==> src/rtl/byte_pack_tx.sv <==
// byte_pack_tx: packs a byte stream little-endian into DATA_WIDTH words and
// queues them in a DEPTH-entry FIFO with per-word lane-valid masks.
// Optional feature: define BYTE_PACK_TX_PARITY_EN to add parity_o, the XOR of
// all enabled lanes of the head word, stored per FIFO entry.
module byte_pack_tx #(
  parameter int unsigned DATA_WIDTH = 16,
  parameter int unsigned DEPTH      = 4
) (
  input  logic                          clk_i,
  input  logic                          rst_ni,
  input  logic [7:0]                    byte_i,
  input  logic                          byte_valid_i,
  output logic                          byte_ready_o,
  input  logic                          flush_i,
  output logic [DATA_WIDTH-1:0]         data_o,
  output logic [DATA_WIDTH/8-1:0]       be_o,
  output logic                          valid_o,
  input  logic                          ready_i,
  output logic [$clog2(DEPTH+1)-1:0]    count_o,
`ifdef BYTE_PACK_TX_PARITY_EN
  output logic                          parity_o,
`endif
  output logic                          idle_o
);

  localparam int unsigned LANES = DATA_WIDTH / 8;
  localparam int unsigned LW    = (LANES > 1) ? $clog2(LANES) : 1;
  localparam int unsigned PW    = $clog2(DEPTH);
  localparam int unsigned CW    = $clog2(DEPTH + 1);

  typedef enum logic [1:0] {
    IDLE  = 2'd0,
    FILL  = 2'd1,
    FLUSH = 2'd2
  } state_e;

  state_e                state_q, state_d;
  logic [LW-1:0]         lane_q, lane_d;
  logic [DATA_WIDTH-1:0] word_q, word_d, cur_word, push_word;
  logic [LANES-1:0]      be_q, be_d, cur_be, push_be;

  logic [DATA_WIDTH-1:0] mem_q   [DEPTH];
  logic [LANES-1:0]      be_mem_q[DEPTH];
  logic [PW-1:0]         wr_ptr_q, rd_ptr_q;
  logic [CW-1:0]         count_q;

  logic full, accept, push, pop, last_lane, flush_go;

  assign full         = (count_q == CW'(DEPTH));
  assign byte_ready_o = !full && (state_q != FLUSH);
  assign accept       = byte_valid_i && byte_ready_o;
  assign valid_o      = (count_q != '0);
  assign pop          = valid_o && ready_i;
  assign count_o      = count_q;
  assign idle_o       = (state_q == IDLE) && (count_q == '0);
  assign data_o       = mem_q[rd_ptr_q];
  assign be_o         = be_mem_q[rd_ptr_q];

  // Partial word as it looks after merging this cycle's accepted byte.
  always_comb begin
    cur_word = word_q;
    cur_be   = be_q;
    if (accept) begin
      cur_word[{lane_q, 3'b000} +: 8] = byte_i;
      cur_be[lane_q]                  = 1'b1;
    end
  end

  // FSM state register.
  always_ff @(posedge clk_i or negedge rst_ni) begin
    if (!rst_ni) state_q <= IDLE;
    else         state_q <= state_d;
  end

  // Next state, partial-word update and FIFO push decision.
  always_comb begin
    state_d   = state_q;
    lane_d    = lane_q;
    word_d    = word_q;
    be_d      = be_q;
    push      = 1'b0;
    push_word = cur_word;
    push_be   = cur_be;
    last_lane = accept && (lane_q == LW'(LANES - 1));
    flush_go  = flush_i && ((state_q == FILL) || accept);
    case (state_q)
      FLUSH: begin
        // A deferred flush drains as soon as the FIFO has a free slot.
        if (!full) begin
          push      = 1'b1;
          push_word = word_q;
          push_be   = be_q;
          state_d   = IDLE;
          lane_d    = '0;
          word_d    = '0;
          be_d      = '0;
        end
      end
      default: begin
        if (last_lane || (flush_go && !full)) begin
          push    = 1'b1;
          state_d = IDLE;
          lane_d  = '0;
          word_d  = '0;
          be_d    = '0;
        end else if (flush_go) begin
          // Partial word pending with a full FIFO: park it until space frees.
          state_d = FLUSH;
        end else if (accept) begin
          state_d = FILL;
          lane_d  = lane_q + LW'(1);
          word_d  = cur_word;
          be_d    = cur_be;
        end
      end
    endcase
  end

  // Partial-word registers; cleared words keep unused lanes at zero.
  always_ff @(posedge clk_i or negedge rst_ni) begin
    if (!rst_ni) begin
      lane_q <= '0;
      word_q <= '0;
      be_q   <= '0;
    end else begin
      lane_q <= lane_d;
      word_q <= word_d;
      be_q   <= be_d;
    end
  end

  // Output FIFO storage, pointers and occupancy.
  always_ff @(posedge clk_i or negedge rst_ni) begin
    if (!rst_ni) begin
      for (int i = 0; i < int'(DEPTH); i++) begin
        mem_q[i]    <= '0;
        be_mem_q[i] <= '0;
      end
      wr_ptr_q <= '0;
      rd_ptr_q <= '0;
      count_q  <= '0;
    end else begin
      if (push) begin
        mem_q[wr_ptr_q]    <= push_word;
        be_mem_q[wr_ptr_q] <= push_be;
        wr_ptr_q           <= wr_ptr_q + PW'(1);
      end
      if (pop) rd_ptr_q <= rd_ptr_q + PW'(1);
      if (push && !pop)      count_q <= count_q + CW'(1);
      else if (!push && pop) count_q <= count_q - CW'(1);
    end
  end

`ifdef BYTE_PACK_TX_PARITY_EN
  logic             par_mem_q[DEPTH];
  logic             push_par;
  logic [DATA_WIDTH-1:0] lane_mask;

  // Parity over the enabled lanes of the word being pushed.
  always_comb begin
    lane_mask = '0;
    for (int i = 0; i < int'(LANES); i++) begin
      if (push_be[i]) lane_mask[i*8 +: 8] = 8'hFF;
    end
    push_par = ^(push_word & lane_mask);
  end

  // Per-entry parity storage.
  always_ff @(posedge clk_i or negedge rst_ni) begin
    if (!rst_ni) begin
      for (int i = 0; i < int'(DEPTH); i++) par_mem_q[i] <= 1'b0;
    end else if (push) begin
      par_mem_q[wr_ptr_q] <= push_par;
    end
  end

  assign parity_o = par_mem_q[rd_ptr_q];
`endif

endmodule

==> config.mk <==
export PLATFORM = sky130hd
export DESIGN_NAME = byte_pack_tx
export DESIGN_NICKNAME = d
export VERILOG_FILES = /design/src/rtl/byte_pack_tx.sv
export SDC_FILE = /design/constraint.sdc
export NUM_CORES = 1
export LEC_CHECK = 0
export BUFFER_PORTS_ARGS = -buffer_cell sky130_fd_sc_hd__buf_2
export CORE_MARGIN = 1
export CORE_UTILIZATION = 55
export CTS_CLUSTER_DIAMETER = 120
export CTS_CLUSTER_SIZE = 25
export DETAILED_ROUTE_END_ITERATION = 8
export PLACE_DENSITY_LB_ADDON = 0.3
export REMOVE_ABC_BUFFERS = 1
export SETUP_SLACK_MARGIN = 0.2
export SLEW_MARGIN = 20
export SYNTH_ARGS = -nofsm -noshare
export SYNTH_HDL_FRONTEND = slang
export SYNTH_SLANG_ARGS = --single-unit
==> constraint.sdc <==
create_clock -name clk_i -period 3.1 [get_ports clk_i]
set_clock_uncertainty 0.1 [all_clocks]
set_input_delay 0.62 -clock clk_i [delete_from_list [all_inputs] [get_ports clk_i]]
set_output_delay 0.62 -clock clk_i [all_outputs]
set_load 0.1 [all_outputs]
Word-level counts from Yosys, hierarchy flattened
Index checks and enable logic that the tools add are counted.

Output and inout port bits: 24. Input bits: 13. Logic and storage cells: 106. Flip-flop bits (word level): 100.

Bitwise logic cells: 3. Shift operators: 2. Equal/unequal tests: 6. Reductions and logical operators: 24. Mux-type cells: 45. $lt $le $gt $ge: 5. $add $sub $neg: 6.

Operators with widths (count): $mux 16 (11); $bwmux 64 (1); $bmux 16 s2 (1); $demux 16 s2 (1); $mux 2 (15); $bwmux 16 (1); $shift 8x6->16 const A (1); $shiftx 8x6->16 (1); $logic_and 1x1->1 (11); $mux 1 (9); $bwmux 8 (1); $ge 3x3->1 const B (2); $mux 3 (2); $neg 4->6 (1); $not 2->3 (2); $reduce_bool 3->1 (2); $add 2x1->2 const B (2); $bmux 2 s2 (1); $demux 2 s2 (1); $ne 2x2->1 const B (2); $reduce_bool 4->1 (1); $add 3x1->3 const B (1); $eq 3x3->1 const B (1); $logic_not 1->1 (3); 16 further kinds (17).

Depth between registers and ports, before layout
Depth in word-level cells: 14. Depth in mapped cells: 10. Gate-level depth less buffers: 9.

Worst setup path after synthesis
No wires, ideal clock.

Kind: reg2out. Start: register count_q[0], in the netlist count_o[0]. End: output idle_o. Data arrival time: 3921 ps. Setup slack: -1541 ps. Path buffers: 0. Stages on the path, launching flop included: 3. Required time: 2380 ps. Path through: dfrtp_1 > or3_1 > nor3_1.

Word-level cells in the longest chain between the ends: 2.

Ends and longest elaborated chain: start: declaration (line 45) `logic [CW-1:0] count_q;`; start signal: assignment (line 149) `if (push && !pop) count_q <= count_q + CW'(1);`; start signal: assignment (line 150) `else if (!push && pop) count_q <= count_q - CW'(1);`; $logic_not 3->1 (line 55) `assign idle_o = (state_q == IDLE) && (count_q == '0);`; $logic_and 1x1->1 (line 55); end: declaration (line 23) `output logic idle_o`.

Every way passes these cells.

Worst setup path in the final report
Start: register state_q[1]. End: register count_q[2], in the netlist count_o[2].

Word-level cells in the longest chain between the ends: 12. Elaborated cells on any way between the ends: 17. Classes of those cells: eq/ne: 3; mux: 3; reduce/logical: 11.

Ends and longest elaborated chain: start: declaration (line 37) `state_e state_q, state_d;`; start signal: assignment (line 72) `else state_q <= state_d;`; $ne 2x2->1 (line 50) `assign byte_ready_o = !full && (state_q != FLUSH);`; $logic_and 1x1->1 (line 50); $logic_and 1x1->1 (line 51) `assign accept = byte_valid_i && byte_ready_o;`; $logic_or 1x1->1 (line 85) `flush_go = flush_i && ((state_q == FILL) || accept);`; $logic_and 1x1->1 (line 85); $logic_and 1x1->1 (line 100) `if (last_lane || (flush_go && !full)) begin`; $logic_or 1x1->1 (line 100); $mux 1 (line 100); $mux 1 (*) (line 86) `case (state_q)`; net push (line 47) `logic full, accept, push, pop, last_lane, flush_go;`; $logic_not 1->1 (line 150); $logic_and 1x1->1 (line 150); $reduce_bool 2->1 (no source line).

Mark *: on every way through the listed nets, which the timed path passes. The rest lies on a longest branch. A chain may end at the register's enable or synchronous reset.

==> summary.md <==
| Metric | Value |
|---|---|
| Status | completed |
| Via count | 2775 |
| Placer Congestion | 0.8006 |
| First-pass GRT wire length | 15030 um |
| Netlist cell types | 41 |
| Largest family of logic cells by synthesized area | multiplexers |
| Share of cells above drive strength 1 | 0.4011 |
| Core area | 0.008341 mm2 |
| Detailed Route Iter0 Violations | 90 |
| Die height | 95.33 um |
| R2R Path Start | state_q[1]$_DFFE_PN0P_ |
| Vias per cell | 5.733 |
| Max Buffers Root-to-Sink | 2 |
| Async S/R FF share, synth | 1.000 |
| Syn Inst Count | 330 |
| Synth Area per Inst | 14.52 um2 |
| Setup crit start kind | register |
| Synth Area in Compound Gates | 0.06190 |
| WL final | 9100 um |
| Number of remaining DRC errors | 0 |
| Setup CP Type | register to register |
| Drt wl/cell | 18.80 um |
| Largest net degree at the start of global routing | 64 |
| Starting density of the core | 0.5744 |
| Syn-to-layout area delta | 10.86% |
| Vias in the first global route | 2873 |
| Critical Path End | count_o[2]$_DFFE_PN0P_ |
| R2R cell count | 9 |
| CP Data Required Time | 3.28 ns |
| H-tree Lvls | 3 |
| Post-DRT Antenna Nets | 0 |
| Main synth FF type | dfrtp_1 |
| Worst setup EP type | register |
| Dpl cells | 468 |
| Mux cell area share after synthesis | 0.2964 |
| Worst-margin pin slew | 0.5115 ns |
| Post-CTS setup buffer count | 0 |
| Crit path DAT | 2.94 ns |
| Inserted Diodes | 0 |
| EDFF count, synth | 0 |
| CTS tree | built |
| Final hold violation count | 0 |
| Synth Area in Simple Gates | 0.04022 |
| Io pins | 37 |
| Reg2Reg Setup Slack | 0.34 ns |
| # fillers | 626 |
| GRT overflow | 0 |
| Final Instance Count excl. Fillers | 484 |
| Multi-input gate area in the final layout | 0.002051 mm2 |
| Worst-Skew Late Latency | 0.36 ns |
| Post-synthesis xor/xnor area fraction | 0.01097 |
| Final Core Density | 0.6368 |
| Die width | 95.33 um |
| Worst-path fanout max | 7 |
| Num CTS Buffers | 9 |
| Max cap viols | 0 |
| RSZ-0062 raised after global routing | no |
| Setup WS pre-CTS | 0.2855 ns |
| Max Slew Vio Count | 0 |
| Adder-cell share of the synthesized area | 0.01724 |
| Buffers on Ports | 36 |
| Final WS setup | 0.3384 ns |
| Tmin final | 2.762 ns |
| Worst slew margin relative to its limit | 0.6492 |
| Die area | 0.009088 mm2 |
| Final setup vio count | 0 |
| Final Cycle Share | 0.8908 |
| DR pass1 iterations | 5 |
| Row count | 33 |
| FF/Latch Area | 0.002502 mm2 |
| Cts hold-fix bufs | 0 |
| Post-synthesis cell area | 0.004791 mm2 |
| CP Launch Point | state_q[1]$_DFFE_PN0P_ |
| CTS clk-pin slew, worst paths | 0.09 ns |
| Fmax | 362.1 MHz |
| Post-DP HPWL | 5831 um |
| Fin nets | 393 |
| Num Clock Sinks | 100 |
| Synthesis Warnings | 0 |
| Hold Path Class | input pin to async pin |
| Seq/Total Area, Yosys | 0.5223 |
| Initial antenna violation count | 0 |
| R2r endpoint | count_o[2]$_DFFE_PN0P_ |
| CTS Root Cell | clkbuf_8 |
| GR Util All Layers | 0.2257 |
| Number of synthesized register bits | 100 |
| Post-CTS Resized | 0 |
placed cells by master (no fill, tap or decap), drive strengths merged, types with 2 or more instances in the layout:
cell type  count
buf           46
o21ai          8
nor2b          2
clkinv         2
clkbuf        10
or2            2
mux2i         35
a211oi         4
nand2         14
dfrtp        100
o31ai          2
xnor2          4
mux4          18
mux2          55
nor3           3
xor2           2
nor2           2
inv           39
ha             5
a32o          10
how the worst min path moves through the flow:
stage | end | from | slack [ns]
global route | word_q[11]$_DFFE_PN0P_ | rst_ni | 0.15
floorplan | be_mem_q[0]$_DFFE_PN0P_ | rst_ni | 0.22
CTS | word_q[11]$_DFFE_PN0P_ | rst_ni | 0.13
finish | count_o[2]$_DFFE_PN0P_ | rst_ni | 0.12
global placement | be_q[0]$_DFFE_PN0P_ | be_q[0]$_DFFE_PN0P_ | 0.35
detailed placement | be_q[0]$_DFFE_PN0P_ | be_q[0]$_DFFE_PN0P_ | 0.36
critical path: stages, from the launching register on:
cell and delay, ns:
dfrtp_1 0.45, nor2b_2 0.45, o31ai_4 0.18, a21oi_1 0.38, ha_1 0.27, inv_1 0.07
fa_1 0.37, xor2_1 0.15, nor2_1 0.11, xor2_1 0.16
cell type report:
class                   instances  area share
flip-flops and latches        100      0.4711
clock buffers                  10     0.02591
repair buffers                 46     0.05088
clock inverters                 6     0.01508
inverters                      37     0.02615
multi-input cells             180      0.3861
well taps                     105     0.02474
registers in the layout (all words and copies together), names as in the netlist:
signal	cells
be_mem_q	8
be_q	2
mem_q	64
count_o	3
lane_q	1
rd_ptr_q	2
word_q	16
wr_ptr_q	2
state_q	2
metrics by stage:
step / TNS (ns) / hold slack (ns) / area [um2]
4_1_cts: 0 / 0.1261 / 5311
3_5_place_dp: 0 / 0.3594 / 5094
6_report: 0 / 0.1248 / 5311
2_1_floorplan: -16.54 / 0.2244 / 4686
3_3_place_gp: 0 / 0.3528 / 5094
5_1_grt: 0 / 0.1528 / 5311
cells by family (layout without fill, tap and decap cells):
| kind of cell | count (synthesis) | count (layout) |
|---|---|---|
| flip-flops | 100 | 100 |
| buffers and inverters | 50 | 99 |
| AND/OR/NAND/NOR | 32 | 32 |
| XOR/XNOR | 6 | 6 |
| adder cells (fa/ha/maj) | 6 | 6 |
| AO/OA/AOI/OAI | 28 | 28 |
| multiplexers | 108 | 108 |
routing by layer:
layer | vias up | share of wire | global-route usage
li1 | 1256 | - | -
met1 | 1457 | 0.46 | 0.3148
met3 | 9 | 0.038 | 0.04944
met2 | 53 | 0.49 | 0.3607
met5 | - | 0 | 0
met4 | 0 | 0.0093 | 0.05808
cell usage after synthesis, types with 3 or more instances:
library cell  instances  share of area
ha_1                  5          0.013
a211oi_4              4          0.017
mux2_2               43           0.10
buf_2                 3         0.0031
mux2_4               12          0.038
dfrtp_1             100           0.52
clkbuf_1              4         0.0031
buf_8                 4          0.013
o21ai_0               8         0.0084
inv_1                37          0.029
mux4_2               18          0.085
nand2_1              14          0.011
a32o_1               10          0.021
mux2i_1              35          0.073
xnor2_1               4         0.0073
Power is left out: the tool's default activity adds up to more than one toggle a clock period on the data nets, which glitch-free logic cannot reach.
